`config.mk`:
```
export PLATFORM = sky130hd
export DESIGN_NAME = seg7_scan_drv
export DESIGN_NICKNAME = d
export VERILOG_FILES = /design/src/rtl/seg7_pkg.sv /design/src/rtl/seg7_hex_dec.sv /design/src/rtl/seg7_scan_drv.sv
export SDC_FILE = /design/constraint.sdc
export NUM_CORES = 1
export LEC_CHECK = 0
export ABC_AREA = 1
export CAP_MARGIN = 20
export CORE_UTILIZATION = 40
export DETAILED_ROUTE_END_ITERATION = 16
export SLEW_MARGIN = 30
export SYNTH_ARGS = -nofsm -noshare
export SYNTH_HDL_FRONTEND = slang
export SYNTH_HIERARCHICAL = 1
export SYNTH_SLANG_ARGS = --single-unit
```
`constraint.sdc`:
```
create_clock -name iCLK -period 4.4 [get_ports iCLK]
set_clock_uncertainty 0.2 [all_clocks]
set_input_delay 0.88 -clock iCLK [delete_from_list [all_inputs] [get_ports iCLK]]
set_output_delay 0.88 -clock iCLK [all_outputs]
set_load 0.01 [all_outputs]
```
`src/rtl/seg7_pkg.sv`:
```
// Shared constants and types for the multiplexed 7-segment driver.
// Segment encoding is gfedcba, active-low (common-anode digits).
package seg7_pkg;

  localparam logic [6:0] SEG_OFF = 7'h7F;

  localparam logic [6:0] HEX_SEG [16] = '{
    7'h40, 7'h79, 7'h24, 7'h30, 7'h19, 7'h12, 7'h02, 7'h78,
    7'h00, 7'h10, 7'h08, 7'h03, 7'h46, 7'h21, 7'h06, 7'h0E
  };

  typedef enum logic {BLANK = 1'b0, DRIVE = 1'b1} scan_state_t;

endpackage

```
`src/rtl/seg7_hex_dec.sv`:
```
// Combinational hex nibble to active-low 7-segment pattern decode.
module seg7_hex_dec
  import seg7_pkg::*;
(
  input  logic [3:0] nib_i,
  output logic [6:0] seg_o
);

  assign seg_o = HEX_SEG[nib_i];

endmodule

```
`src/rtl/seg7_scan_drv.sv`:
```
// Time-multiplexed common-anode 7-segment driver: slot scanner with dead time,
// double-buffered display data, leading-zero suppression, blink and decimal points.
module seg7_scan_drv
  import seg7_pkg::*;
#(
  parameter int NUM_DIGITS   = 8,
  parameter int SLOT_CYC     = 50000,
  parameter int DEAD_CYC     = 500,
  parameter int BLINK_FRAMES = 250
) (
  input  logic                      iCLK,
  input  logic                      iRST_N,
  input  logic [4*NUM_DIGITS-1:0]   iDIG,
  input  logic [NUM_DIGITS-1:0]     iON_OFF,
  input  logic [NUM_DIGITS-1:0]     iBLINK,
  input  logic [NUM_DIGITS-1:0]     iDP,
  input  logic                      iLZ_EN,
  input  logic                      iLOAD,
  output logic                      oREADY,
  output logic                      oLOAD_ACK,
  output logic                      oFRAME,
  output logic [6:0]                oSEG,
  output logic                      oDP,
  output logic [NUM_DIGITS-1:0]     oDIG_SEL
);

  localparam int CW = $clog2(SLOT_CYC);
  localparam int IW = $clog2(NUM_DIGITS);
  localparam int FW = (BLINK_FRAMES > 1) ? $clog2(BLINK_FRAMES) : 1;

  localparam logic [CW-1:0] SLOT_LAST  = CW'(SLOT_CYC - 1);
  localparam logic [CW-1:0] DEAD_LAST  = CW'(DEAD_CYC - 1);
  localparam logic [IW-1:0] DIG_LAST   = IW'(NUM_DIGITS - 1);
  localparam logic [FW-1:0] BLINK_LAST = FW'(BLINK_FRAMES - 1);

  if (NUM_DIGITS < 2) begin : g_bad_num_digits
    $error("seg7_scan_drv: NUM_DIGITS must be at least 2");
  end
  if (DEAD_CYC < 1 || DEAD_CYC >= SLOT_CYC) begin : g_bad_dead_cyc
    $error("seg7_scan_drv: DEAD_CYC must satisfy 1 <= DEAD_CYC < SLOT_CYC");
  end
  if (BLINK_FRAMES < 1) begin : g_bad_blink_frames
    $error("seg7_scan_drv: BLINK_FRAMES must be at least 1");
  end

  typedef struct packed {
    logic [4*NUM_DIGITS-1:0] dig;
    logic [NUM_DIGITS-1:0]   on;
    logic [NUM_DIGITS-1:0]   blink;
    logic [NUM_DIGITS-1:0]   dp;
    logic                    lz;
  } disp_t;

  disp_t                 stage_q, stage_d, active_q, active_d;
  logic                  pending_q, pending_d;
  scan_state_t           state_q, state_d;
  logic [CW-1:0]         cnt_q, cnt_d;
  logic [IW-1:0]         idx_q, idx_d;
  logic [FW-1:0]         frame_q, frame_d;
  logic                  phase_q, phase_d;

  logic [6:0]            seg_q;
  logic                  dp_q;
  logic [NUM_DIGITS-1:0] sel_q;
  logic                  ready_q, ack_q, frm_q;

  logic                  last_cyc, frame_end, load_fire, commit;
  logic                  frm_nxt, ack_nxt, sup, lit;
  logic [NUM_DIGITS:0]   zero_up;
  logic [3:0]            nib;
  logic [6:0]            dec_seg;

  always_comb begin
    last_cyc  = (cnt_q == SLOT_LAST);
    frame_end = last_cyc && (idx_q == DIG_LAST);
    load_fire = iLOAD && ready_q;
    commit    = frame_end && pending_q;

    cnt_d = last_cyc ? '0 : cnt_q + 1'b1;
    idx_d = idx_q;
    if (last_cyc) begin
      idx_d = (idx_q == DIG_LAST) ? '0 : idx_q + 1'b1;
    end

    state_d = state_q;
    case (state_q)
      BLANK:   if (cnt_q == DEAD_LAST) state_d = DRIVE;
      DRIVE:   if (last_cyc)           state_d = BLANK;
      default: state_d = BLANK;
    endcase

    // Load and commit are exclusive: load needs pending clear, commit needs it set.
    stage_d   = load_fire ? disp_t'{iDIG, iON_OFF, iBLINK, iDP, iLZ_EN} : stage_q;
    active_d  = commit ? stage_q : active_q;
    pending_d = load_fire || (pending_q && !commit);

    frame_d = frame_q;
    phase_d = phase_q;
    if (frame_end) begin
      if (frame_q == BLINK_LAST) begin
        frame_d = '0;
        phase_d = !phase_q;
      end else begin
        frame_d = frame_q + 1'b1;
      end
    end

    // Outputs are registered, so they are derived from the next-cycle state.
    frm_nxt = (cnt_d == SLOT_LAST) && (idx_d == DIG_LAST);
    ack_nxt = frm_nxt && pending_d;

    zero_up = '0;
    zero_up[NUM_DIGITS] = 1'b1;
    for (int k = NUM_DIGITS - 1; k >= 0; k--) begin
      zero_up[k] = zero_up[k+1] && (active_d.dig[4*k +: 4] == 4'h0);
    end

    nib = active_d.dig[4*idx_d +: 4];
    sup = active_d.lz && (idx_d != '0) && zero_up[idx_d];
    lit = active_d.on[idx_d] && !(active_d.blink[idx_d] && phase_d) && !sup;
  end

  seg7_hex_dec u_hex_dec (
    .nib_i (nib),
    .seg_o (dec_seg)
  );

  always_ff @(posedge iCLK or negedge iRST_N) begin
    if (!iRST_N) begin
      stage_q   <= '0;
      active_q  <= '0;
      pending_q <= 1'b0;
      state_q   <= BLANK;
      cnt_q     <= '0;
      idx_q     <= '0;
      frame_q   <= '0;
      phase_q   <= 1'b0;
      seg_q     <= SEG_OFF;
      dp_q      <= 1'b1;
      sel_q     <= '0;
      ready_q   <= 1'b1;
      ack_q     <= 1'b0;
      frm_q     <= 1'b0;
    end else begin
      stage_q   <= stage_d;
      active_q  <= active_d;
      pending_q <= pending_d;
      state_q   <= state_d;
      cnt_q     <= cnt_d;
      idx_q     <= idx_d;
      frame_q   <= frame_d;
      phase_q   <= phase_d;
      seg_q     <= lit ? dec_seg : SEG_OFF;
      dp_q      <= lit ? !active_d.dp[idx_d] : 1'b1;
      sel_q     <= (state_d == DRIVE) ? (NUM_DIGITS'(1) << idx_d) : '0;
      ready_q   <= !pending_d;
      ack_q     <= ack_nxt;
      frm_q     <= frm_nxt;
    end
  end

  assign oSEG      = seg_q;
  assign oDP       = dp_q;
  assign oDIG_SEL  = sel_q;
  assign oREADY    = ready_q;
  assign oLOAD_ACK = ack_q;
  assign oFRAME    = frm_q;

endmodule

```
==> results of run 1 <==
-- power by group through the flow --
stage | clock network, mW | logic, mW | registers (mW)
2_1_floorplan | 0 | 0.000489 | 1.53
3_3_place_gp | 0 | 0.0870 | 1.53
3_5_place_dp | 0 | 0.0870 | 1.53
4_1_cts | 1.45 | 0.0873 | 1.50
5_1_grt | 1.52 | 0.0936 | 1.50
6_report | 1.42 | 0.0836 | 1.50
-- sequential cells by signal (all words and copies together) (netlist names), 3 cells and up --
signal and flops:
frame_q 8, cnt_q 16, oDIG_SEL 8, active_q 57, oSEG 7, stage_q 57, idx_q 3
-- worst max-delay path by stage --
stage                         to  slack (ps)  cells after the start
2_1_floorplan  oSEG[3]$_DFF_PN1_        1210                     24
4_1_cts        oSEG[3]$_DFF_PN1_         430                     20
6_report       oSEG[3]$_DFF_PN1_         440                     22
5_1_grt        oSEG[3]$_DFF_PN1_          20                     22
3_5_place_dp   oSEG[3]$_DFF_PN1_         460                     20
3_3_place_gp   oSEG[3]$_DFF_PN1_         550                     20
-- cells in the final DEF (no fill, tap or decap), types with 17 or more instances in the layout --
master,count
nand2_1,264
dfrtp_1,154
inv_1,99
clkdlybuf4s50_1,77
nor2_1,70
mux2_2,41
nand3_1,39
a21oi_1,31
nand4_1,21
o21ai_0,18
clkbuf_16,17
-- per-layer routing --
metal	GRT usage [%]	share of wire [%]	up-vias
li1	-	-	2933
met1	26.8	49	2748
met2	29.7	46	123
met3	4.31	3.9	22
met4	5.55	1.3	0
met5	0	0	-
-- what timing repair did --
| item | in CTS | in global routing |
|---|---|---|
| endpoints found under the setup margin | 0 | 1 |
| hold buffers | 0 | 0 |
| hold endpoints to repair | 0 | 0 |
| resized for setup | 0 | 1 |
-- cells by family (layout without fill, tap and decap cells) --
family	count (synthesis)	after routing	share of synthesized area, %
fa+ha+maj	12	12	1.94
xor+xnor	3	3	0.436
simple gates	438	438	25.1
mux	41	41	5.96
flops	163	163	52.8
compound gates	77	77	5.86
buf+inv	135	229	7.93
-- critical path: cells and delay by family (launching register included) --
family                   cells  cell delay (ps)
flip-flops                   1              390
AND/OR/NAND/NOR             14             1540
AO/OA/AOI/OAI                2              610
buffers and inverters        4              520
adder cells (fa/ha/maj)      2              610
-- area by class of cell --
cell class                      instances  area (um^2)
Clock inverter                         14          130
Tap cell                              260          325
Inverter                              107          408
Timing Repair Buffer                   90          876
Fill cell                            1825         9530
Multi-Input combinational cell        571         3040
Sequential cell                       163         4090
Clock buffer                           18          429
-- metrics by stage --
stage / cell area, um^2 / setup slack (ps)
after floorplan: 7740 / 1210
after global placement: 8740 / 548
after detailed placement: 8740 / 457
after CTS: 9300 / 432
after global routing: 9300 / 23.2
final: 9300 / 441
==> metrics.md, run 1 <==
| Metric | Value |
|---|---|
| Outcome | complete, no violations |
| Reg power frac | 50.0% |
| Synth cell types | 48 |
| Critical Path Max Stage Delay | 470 ps |
| First-pass GRT wire length | 29,500 um |
| # Post-CTS Setup Buffers | 0 |
| CP max stage cell | a41oi_1 |
| Post-synth EDFFs | 0 |
| Area leader, netlist | dfrtp_1 |
| Final Cycle Share | 90.0% |
| Top post-synthesis cells by area | dfrtp_1, nand2_1, mux2_2 |
| Sw power | 0.665 mW |
| CP Class | flop to flop |
| Site Rows | 50 |
| Die Wd | 141 um |
| Die area | 0.0199 mm^2 |
| Initial antenna violation count | 0 |
| Clk_lat worst skew | 430 ps |
| Residual DRC | 0 |
| RSZ-0062 raised after global routing | false |
| FF-to-FF Start | cnt_q[0]$_DFF_PN0_ |
| Placed Cells | 1,191 |
| Worst Path Arrival | 4110 ps |
| CTS tree | built |
| Routed len/inst | 14.1 um |
| DRT Wirelength | 17,200 um |
| Clk sinks | 163 |
| Post-synthesis sequential element count | 163 |
| Via density | 4.76 |
| Netlist Area Pre-Place | 0.00774 mm^2 |
| Final min period | 3960 ps |
| Cell Int Power | 2.33 mW |
| Ys async rst share | 100% |
| Post-Layout Cell Count | 1,223 |
| Fraction of layout cells with a size suffix above 1 | 14.4% |
| Critical Path Start Type | flop |
| Setup TNS | 0 ps |
| Setup slack, reg-to-reg | 440 ps |
| Worst-path cell chain | ha_1 > nand2_2 > nor2_4 > nand3_2 > nor2_8 > nand2_2 > o21ai_4 > nand2_1 > clkinv_2 > nand2_1 > nand4_1 > nor2_1 > a41oi_1 > inv_1 > ha_1 > inv_1 > nand2_1 > nand2_1 > nand2_1 > nand2_1 > inv_1 > nand3_1 |
| Detail Route Antenna Nets | 0 |
| Largest net degree at the start of global routing | 114 |
| Post-synthesis sequential area ratio | 52.8% |
| RR Endpoint | oSEG[3]$_DFF_PN1_ |
| Hold slack | 277 ps |
| Synth warn | 6 |
| CP max FO | 16 |
| Comb pwr share | 2.8% |
| Ant diodes | 0 |
| Ys flop type | dfrtp_1 |
| Syn_nets | 941 |
| Hold_sp | active_q[13]$_DFF_PN0_ |
| Number of primary I/O pins | 79 |
| Via Count | 5,826 |
| Leak | 4.83 nW |
| Clock power frac | 47.2% |
| Final net count | 1,022 |
| Fmax | 253 MHz |
| Htree depth | 4 |
| Post-synth top cells | nand2_1, dfrtp_1, inv_1, nor2_1, mux2_2 |
| Placer Congestion | 0.824 |
| Iter 0 DRT Violations | 373 |
| Fin. max-slew vios | 0 |
| Slew @ Worst Pin | 919 ps |
| Synth Instances | 869 |
| Worst hold path depth | 2 |
| Core area | 0.0188 mm^2 |
| Cell mode on critical path | nand2_1 |
| Number of global-route vias before repair | 5,792 |
| CTS Root Cell | clkbuf_16 |
| DP HPWL | 12,400 um |
| Net Sw Frac | 22.2% |
| Final setup vio count | 0 |
| Worst Hold Class | flop to flop |
| R2r worst-path depth | 22 |
| CP Launch Point | cnt_q[0]$_DFF_PN0_ |
| Overall Power | 3.00 mW |
| Slew headroom | 37.9% |
| Gr ovfl total | 0 |
| Core Util, Final | 49.4% |
| GRT Total Usage | 19.1% |
| Chip Height | 141 um |
| Initial cell density of the core | 41.1% |
| Final hold viol count | 0 |
| Most common cell in the synthesized netlist | nand2_1 |
| Hold Path Sink | active_q[13]$_DFF_PN0_ |
| Yosys top cell area share | 49.8% |
| Post-Syn Area per Cell | 8.91 um^2 |
| Area Overhead vs Synth | 20.1% |
| Pwr/cell area | 322 mW/mm^2 |
| Req. time, crit path | 4550 ps |
| CTS max path bufs | 2 |
| Max-Cap Viols | 0 |
| Buffers on Ports | 78 |
| Pre-antenna DRT Iters | 6 |
| Clock transition at path regs | 70 ps |
| CTS buffer count | 17 |
| Max IR drop VDD | 0.281 mV |
| Crit. End Element | flop |
Note: power is estimated with default switching activity, not from simulation.
==> inputs of run 2 (changes only) <==
--- a/config.mk
+++ b/config.mk
@@ -6,11 +6,12 @@
 export NUM_CORES = 1
 export LEC_CHECK = 0
 export ABC_AREA = 1
+export ABC_CLOCK_PERIOD_IN_PS = 4400
 export CAP_MARGIN = 20
+export CORE_MARGIN = 3
 export CORE_UTILIZATION = 40
 export DETAILED_ROUTE_END_ITERATION = 16
 export SLEW_MARGIN = 30
 export SYNTH_ARGS = -nofsm -noshare
 export SYNTH_HDL_FRONTEND = slang
-export SYNTH_HIERARCHICAL = 1
 export SYNTH_SLANG_ARGS = --single-unit
==> metrics.md, run 2 <==
| Metric | Value |
|---|---|
| Outcome | complete, no violations |
| # resized after CTS | 0 |
| Netlist Area Pre-Place | 0.00783 mm^2 |
| Overall Power | 3.03 mW |
| Die Wd | 146 um |
| Req. time, crit path | 4540 ps |
| Post-synth EDFFs | 0 |
| First-pass GRT wire length | 29,800 um |
| CTS tree | built |
| Area leader, netlist | dfrtp_1 |
| Placed Cells | 1,210 |
| Chip Height | 146 um |
| Ant diodes | 0 |
| Comb pwr share | 2.8% |
| Clk_lat worst skew | 430 ps |
| Synth Instances | 891 |
| Ys async rst share | 100% |
| Iter 0 DRT Violations | 284 |
| Post-synthesis sequential area ratio | 52.3% |
| Final net count | 1,040 |
| Clk sinks | 163 |
| Pwr/cell area | 322 mW/mm^2 |
| Post-Layout Cell Count | 1,242 |
| FF-to-FF Start | cnt_q[0]$_DFF_PN0_ |
| Most frequent cells in the layout | nand2_1, dfrtp_1, nor2_1 |
| Hold slack | 217 ps |
| Placer Congestion | 0.823 |
| Via density | 4.76 |
| Routed len/inst | 14.0 um |
| Leading cell type in the layout, fill and taps excluded | nand2_1 |
| Detail Route Antenna Nets | 0 |
| Clock power frac | 47.7% |
| DRT Wirelength | 17,400 um |
| Initial antenna violation count | 0 |
| Cell Int Power | 2.34 mW |
| RR Endpoint | oSEG[5]$_DFF_PN1_ |
| Setup TNS | 0 ps |
| Synth cell types | 42 |
| Yosys top cell area share | 49.2% |
| Max IR drop VDD | 0.218 mV |
| Buffers on Ports | 78 |
| Reg power frac | 49.5% |
| Largest net degree at the start of global routing | 72 |
| Core area | 0.0190 mm^2 |
| Clock transition at path regs | 70 ps |
| Dpl ws | 867 ps |
| Final setup vio count | 0 |
| CP max FO | 15 |
| Max-Cap Viols | 0 |
| Fin. max-slew vios | 0 |
| DP HPWL | 12,500 um |
| Leak | 4.82 nW |
| Post-synthesis sequential element count | 163 |
| Area Overhead vs Synth | 20.2% |
| Via Count | 5,911 |
| Post-synth top cells | nand2_1, dfrtp_1, nor2_1, inv_1, mux2_2 |
| CP Class | flop to flop |
| GRT Total Usage | 17.2% |
| CTS Root Cell | clkbuf_16 |
| Net Sw Frac | 22.7% |
| CTS max path bufs | 2 |
| Fraction of layout cells with a size suffix above 1 | 15.4% |
| Top post-synthesis cells by area | dfrtp_1, nand2_1, mux2_2 |
| Post-Syn Area per Cell | 8.78 um^2 |
| R2r worst-path depth | 17 |
| Site Rows | 50 |
| Sw power | 0.687 mW |
| Final min period | 3540 ps |
| Initial cell density of the core | 41.3% |
| Setup slack, reg-to-reg | 860 ps |
| Number of primary I/O pins | 79 |
| Die area | 0.0213 mm^2 |
| Critical Path Start Type | flop |
| Slew headroom | 41.4% |
| Residual DRC | 0 |
| Worst Path Arrival | 3690 ps |
| Number of global-route vias before repair | 5,918 |
| Syn_nets | 962 |
| Slew @ Worst Pin | 873 ps |
| Gr ovfl total | 0 |
| Pre-antenna DRT Iters | 4 |
| Final Cycle Share | 80.5% |
| Crit. End Element | flop |
| CTS buffer count | 17 |
| Htree depth | 4 |
| Synth warn | 0 |
| Fmax | 282 MHz |
| # hold bufs at CTS | 0 |
| RSZ-0062 raised after global routing | false |
| # Post-CTS Setup Buffers | 0 |
| Final WS setup | 857 ps |
| Largest registers | active_q x57, stage_q x57, cnt_q x16 |
| Most common cell in the synthesized netlist | nand2_1 |
| Ys flop type | dfrtp_1 |
| Final hold viol count | 0 |
| Worst Hold Class | primary input to async pin |
[run 2: worst max-delay path by stage]
stage | from | end | depth (start not counted)
floorplan | idx_q[0]$_DFF_PN0_ | oSEG[3]$_DFF_PN1_ | 20
global placement | cnt_q[0]$_DFF_PN0_ | oSEG[0]$_DFF_PN1_ | 19
detailed placement | cnt_q[0]$_DFF_PN0_ | oSEG[3]$_DFF_PN1_ | 19
CTS | cnt_q[0]$_DFF_PN0_ | oSEG[3]$_DFF_PN1_ | 19
global route | cnt_q[0]$_DFF_PN0_ | oSEG[5]$_DFF_PN1_ | 17
finish | cnt_q[0]$_DFF_PN0_ | oSEG[5]$_DFF_PN1_ | 17
[run 2: cells by family (layout without fill, tap and decap cells)]
kind of cell	count (synthesis)	after routing	share of synthesized area (%)
adder cells (fa/ha/maj)	11	11	1.76
AO/OA/AOI/OAI	60	60	4.44
multiplexers	48	48	6.91
buffers and inverters	116	207	6.47
flip-flops	163	163	52.3
AND/OR/NAND/NOR	489	489	27.7
XOR/XNOR	4	4	0.448
[run 2: metrics by stage]
stage / util (%) / instance area (um^2)
after floorplan: - / 7830
after detailed placement: 46.6 / 8830
final: 49.6 / 9410
after global routing: 49.6 / 9410
after CTS: 49.6 / 9410
after global placement: 46.6 / 8830
[run 2: layout make-up]
cell class	instances	area [um^2]
Clock inverter	15	149
Timing Repair Buffer	85	847
Fill cell	1834	9550
Multi-Input combinational cell	612	3230
Sequential cell	163	4090
Clock buffer	17	425
Tap cell	260	325
Inverter	90	338
[run 2: power by group through the flow]
stage          Clock, mW  Combinational (mW)  Sequential [mW]
4_1_cts             1.48              0.0875             1.50
3_5_place_dp           0              0.0874             1.53
5_1_grt             1.55              0.0938             1.50
2_1_floorplan          0            0.000525             1.53
3_3_place_gp           0              0.0876             1.53
6_report            1.45              0.0837             1.50
[run 2: worst max-delay path: stages, from the launching register on]
cell	delay [ps]
dfrtp_1	370
ha_1	270
nand2_2	100
nor2_4	160
nand3_2	100
nor2_4	320
nand2_1	80
o21ai_1	480
inv_2	260
a21oi_1	190
nand3_1	110
nand2_2	130
inv_2	80
ha_1	210
nand3_1	130
nand2_1	70
a21oi_1	120
nand2_1	70
[run 2: per-layer routing]
metal,wire length [um],vias to the layer above,global-route usage [%]
li1,-,2995,-
met3,652,16,4.11
met1,8310,2790,23.6
met2,8240,110,27.6
met4,208,0,4.61
met5,0,-,0
==> inputs of run 3 (changes only) <==
--- a/config.mk
+++ b/config.mk
@@ -6,7 +6,7 @@
 export NUM_CORES = 1
 export LEC_CHECK = 0
 export ABC_AREA = 1
-export ABC_CLOCK_PERIOD_IN_PS = 4400
+export ABC_CLOCK_PERIOD_IN_PS = 3000
 export CAP_MARGIN = 20
 export CORE_MARGIN = 3
 export CORE_UTILIZATION = 40
==> constraint.sdc (replaced) <==
create_clock -name iCLK -period 3 [get_ports iCLK]
set_clock_uncertainty 0.2 [all_clocks]
set_input_delay 0.6 -clock iCLK [delete_from_list [all_inputs] [get_ports iCLK]]
set_output_delay 0.6 -clock iCLK [all_outputs]
set_load 0.01 [all_outputs]
==> metrics.md, run 3 (synthesized netlist as in run 2, its figures left out) <==
| Metric | Value |
|---|---|
| Via Count | 6,082 |
| Number of global-route vias before repair | 6,066 |
| Final net count | 1,080 |
| Initial antenna violation count | 0 |
| Clk sinks | 163 |
| GRT Total Usage | 17.6% |
| Slew headroom | 60.5% |
| CP max FO | 6 |
| Site Rows | 50 |
| Gr ovfl total | 0 |
| Overall Power | 4.45 mW |
| First-pass GRT wire length | 30,500 um |
| Final Cycle Share | 94.4% |
| Fmax | 353 MHz |
| Max IR drop VDD | 0.347 mV |
| Buffers on Ports | 78 |
| Worst Hold Class | flop to flop |
| Chip Height | 146 um |
| CTS tree | built |
| DP HPWL | 13,100 um |
| Final hold viol count | 0 |
| Initial cell density of the core | 41.3% |
| Iter 0 DRT Violations | 372 |
| Die Wd | 146 um |
| CTS Root Cell | clkbuf_16 |
| Htree depth | 4 |
| Fillers | 1,782 |
| Req. time, crit path | 3150 ps |
| Max-Cap Viols | 0 |
| Critical Path Start Type | flop |
| Most frequent cells in the layout | nand2_1, dfrtp_1, inv_1, clkdlybuf4s50_1, nor2_1 |
| Pre-antenna DRT Iters | 5 |
| Clock transition at path regs | 70 ps |
| CTS max path bufs | 2 |
| Pwr/cell area | 448 mW/mm^2 |
| CTS buffer count | 17 |
| Final min period | 2830 ps |
| Placed Cells | 1,236 |
| CP Class | flop to flop |
| Routed len/inst | 14.2 um |
| Residual DRC | 0 |
| Multi-input logic area | 0.00335 mm^2 |
| Setup TNS | 0 ps |
| Leading cell type in the layout, fill and taps excluded | nand2_1 |
| Leak | 5.10 nW |
| Worst Path Arrival | 2980 ps |
| Crit. End Element | flop |
| Fin. max-slew vios | 0 |
| DRT Wirelength | 18,200 um |
| Post-Layout Cell Count | 1,282 |
| Detail Route Antenna Nets | 0 |
| Outcome | complete, no violations |
| Via density | 4.74 |
| Core area | 0.0190 mm^2 |
| Die area | 0.0213 mm^2 |
| Largest net degree at the start of global routing | 68 |
| Ant diodes | 0 |
| Register area | 0.00409 mm^2 |
| Area Overhead vs Synth | 27.0% |
| Final setup vio count | 0 |
| Placer Congestion | 0.884 |
| Largest registers | active_q x57, stage_q x57, cnt_q x16 |
| Number of primary I/O pins | 79 |
| Core Util, Final | 52.4% |
| Slew @ Worst Pin | 588 ps |
| Clk_lat worst skew | 440 ps |
| Fraction of layout cells with a size suffix above 1 | 20.3% |
## run 3: changes by cell type in the layout (fill, tap and decap cells not counted), sizes merged
cell / before / now
clkbuf: 17 / 19
inv: 95 / 97
clkinvlp: 4 / 1
bufinv: 1 / 0
clkinv: 5 / 7
buf: 8 / 45
dlygate4sd3: 0 / 1
## run 3: what timing repair did
action,4_1_cts,5_1_grt
hold endpoints to repair,37,0
gates resized for setup,1,35
pin swaps,0,13
endpoints found under the setup margin,2,8
gates cloned,0,2
buffers inserted,0,11
hold buffers,1,0
## run 3: cell type report
type / count / area share [%]
clock buffer: 17 / 4.28
clock inverter: 15 / 1.61
inverter: 90 / 3.45
multi-input combinational: 612 / 33.7
timing repair buffer: 125 / 12.5
sequential: 163 / 41.2
tap: 260 / 3.27
## run 3: worst paths after layout
| path | start | to | slack, ps | depth (start not counted) |
|---|---|---|---|---|
| hold / removal | active_q[12]$_DFF_PN0_ | active_q[12]$_DFF_PN0_ | 280 | 2 |
| min in group asynchronous | iRST_N | cnt_q[11]$_DFF_PN0_ | 460 | 2 |
| setup reg to reg | cnt_q[1]$_DFF_PN0_ | oSEG[3]$_DFF_PN1_ | 170 | 20 |
| hold reg to reg | active_q[12]$_DFF_PN0_ | active_q[12]$_DFF_PN0_ | 280 | 2 |
| max in group asynchronous | iRST_N | oSEG[1]$_DFF_PN1_ | 1430 | 3 |
| setup / recovery | cnt_q[1]$_DFF_PN0_ | oSEG[3]$_DFF_PN1_ | 170 | 20 |
## run 3: layer usage
metal / part of all wire [%] / GRT usage, %
met1: 48 / 24.2
met2: 48 / 28.3
met3: 3.1 / 3.36
met4: 1.5 / 5.51
met5: 0 / 0
## run 3: report_power, final
part	total [mW]	internal (mW)	switching [mW]
Clock	2.13	1.12	1.01
Combinational	0.126	0.0732	0.0529
Sequential	2.20	2.20	0
## run 3: critical path, cell delays in order (launching register included)
cell and delay (ps):
dfrtp_1 400, ha_4 190, nand2_2 70, nor2_4 170, nand2_2 130, inv_2 70
nand2_1 80, nand2_1 90, nand2_2 120, nor2_4 220, nand2_1 80, nand2_1 60
inv_1 40, nand3b_1 120, nand2_4 100, ha_1 290, nand3_1 100, nand3_1 100
nand2_1 50, inv_1 40, nand2_1 40
## run 3: through the flow
step	hold slack [ps]	setup WS [ps]	instance area, um^2
floorplan	104	234	7830
global placement	253	8.74	9060
detailed placement	260	-7.64	9060
CTS	269	2.12	9670
global route	301	-36.7	9940
finish	277	169	9940
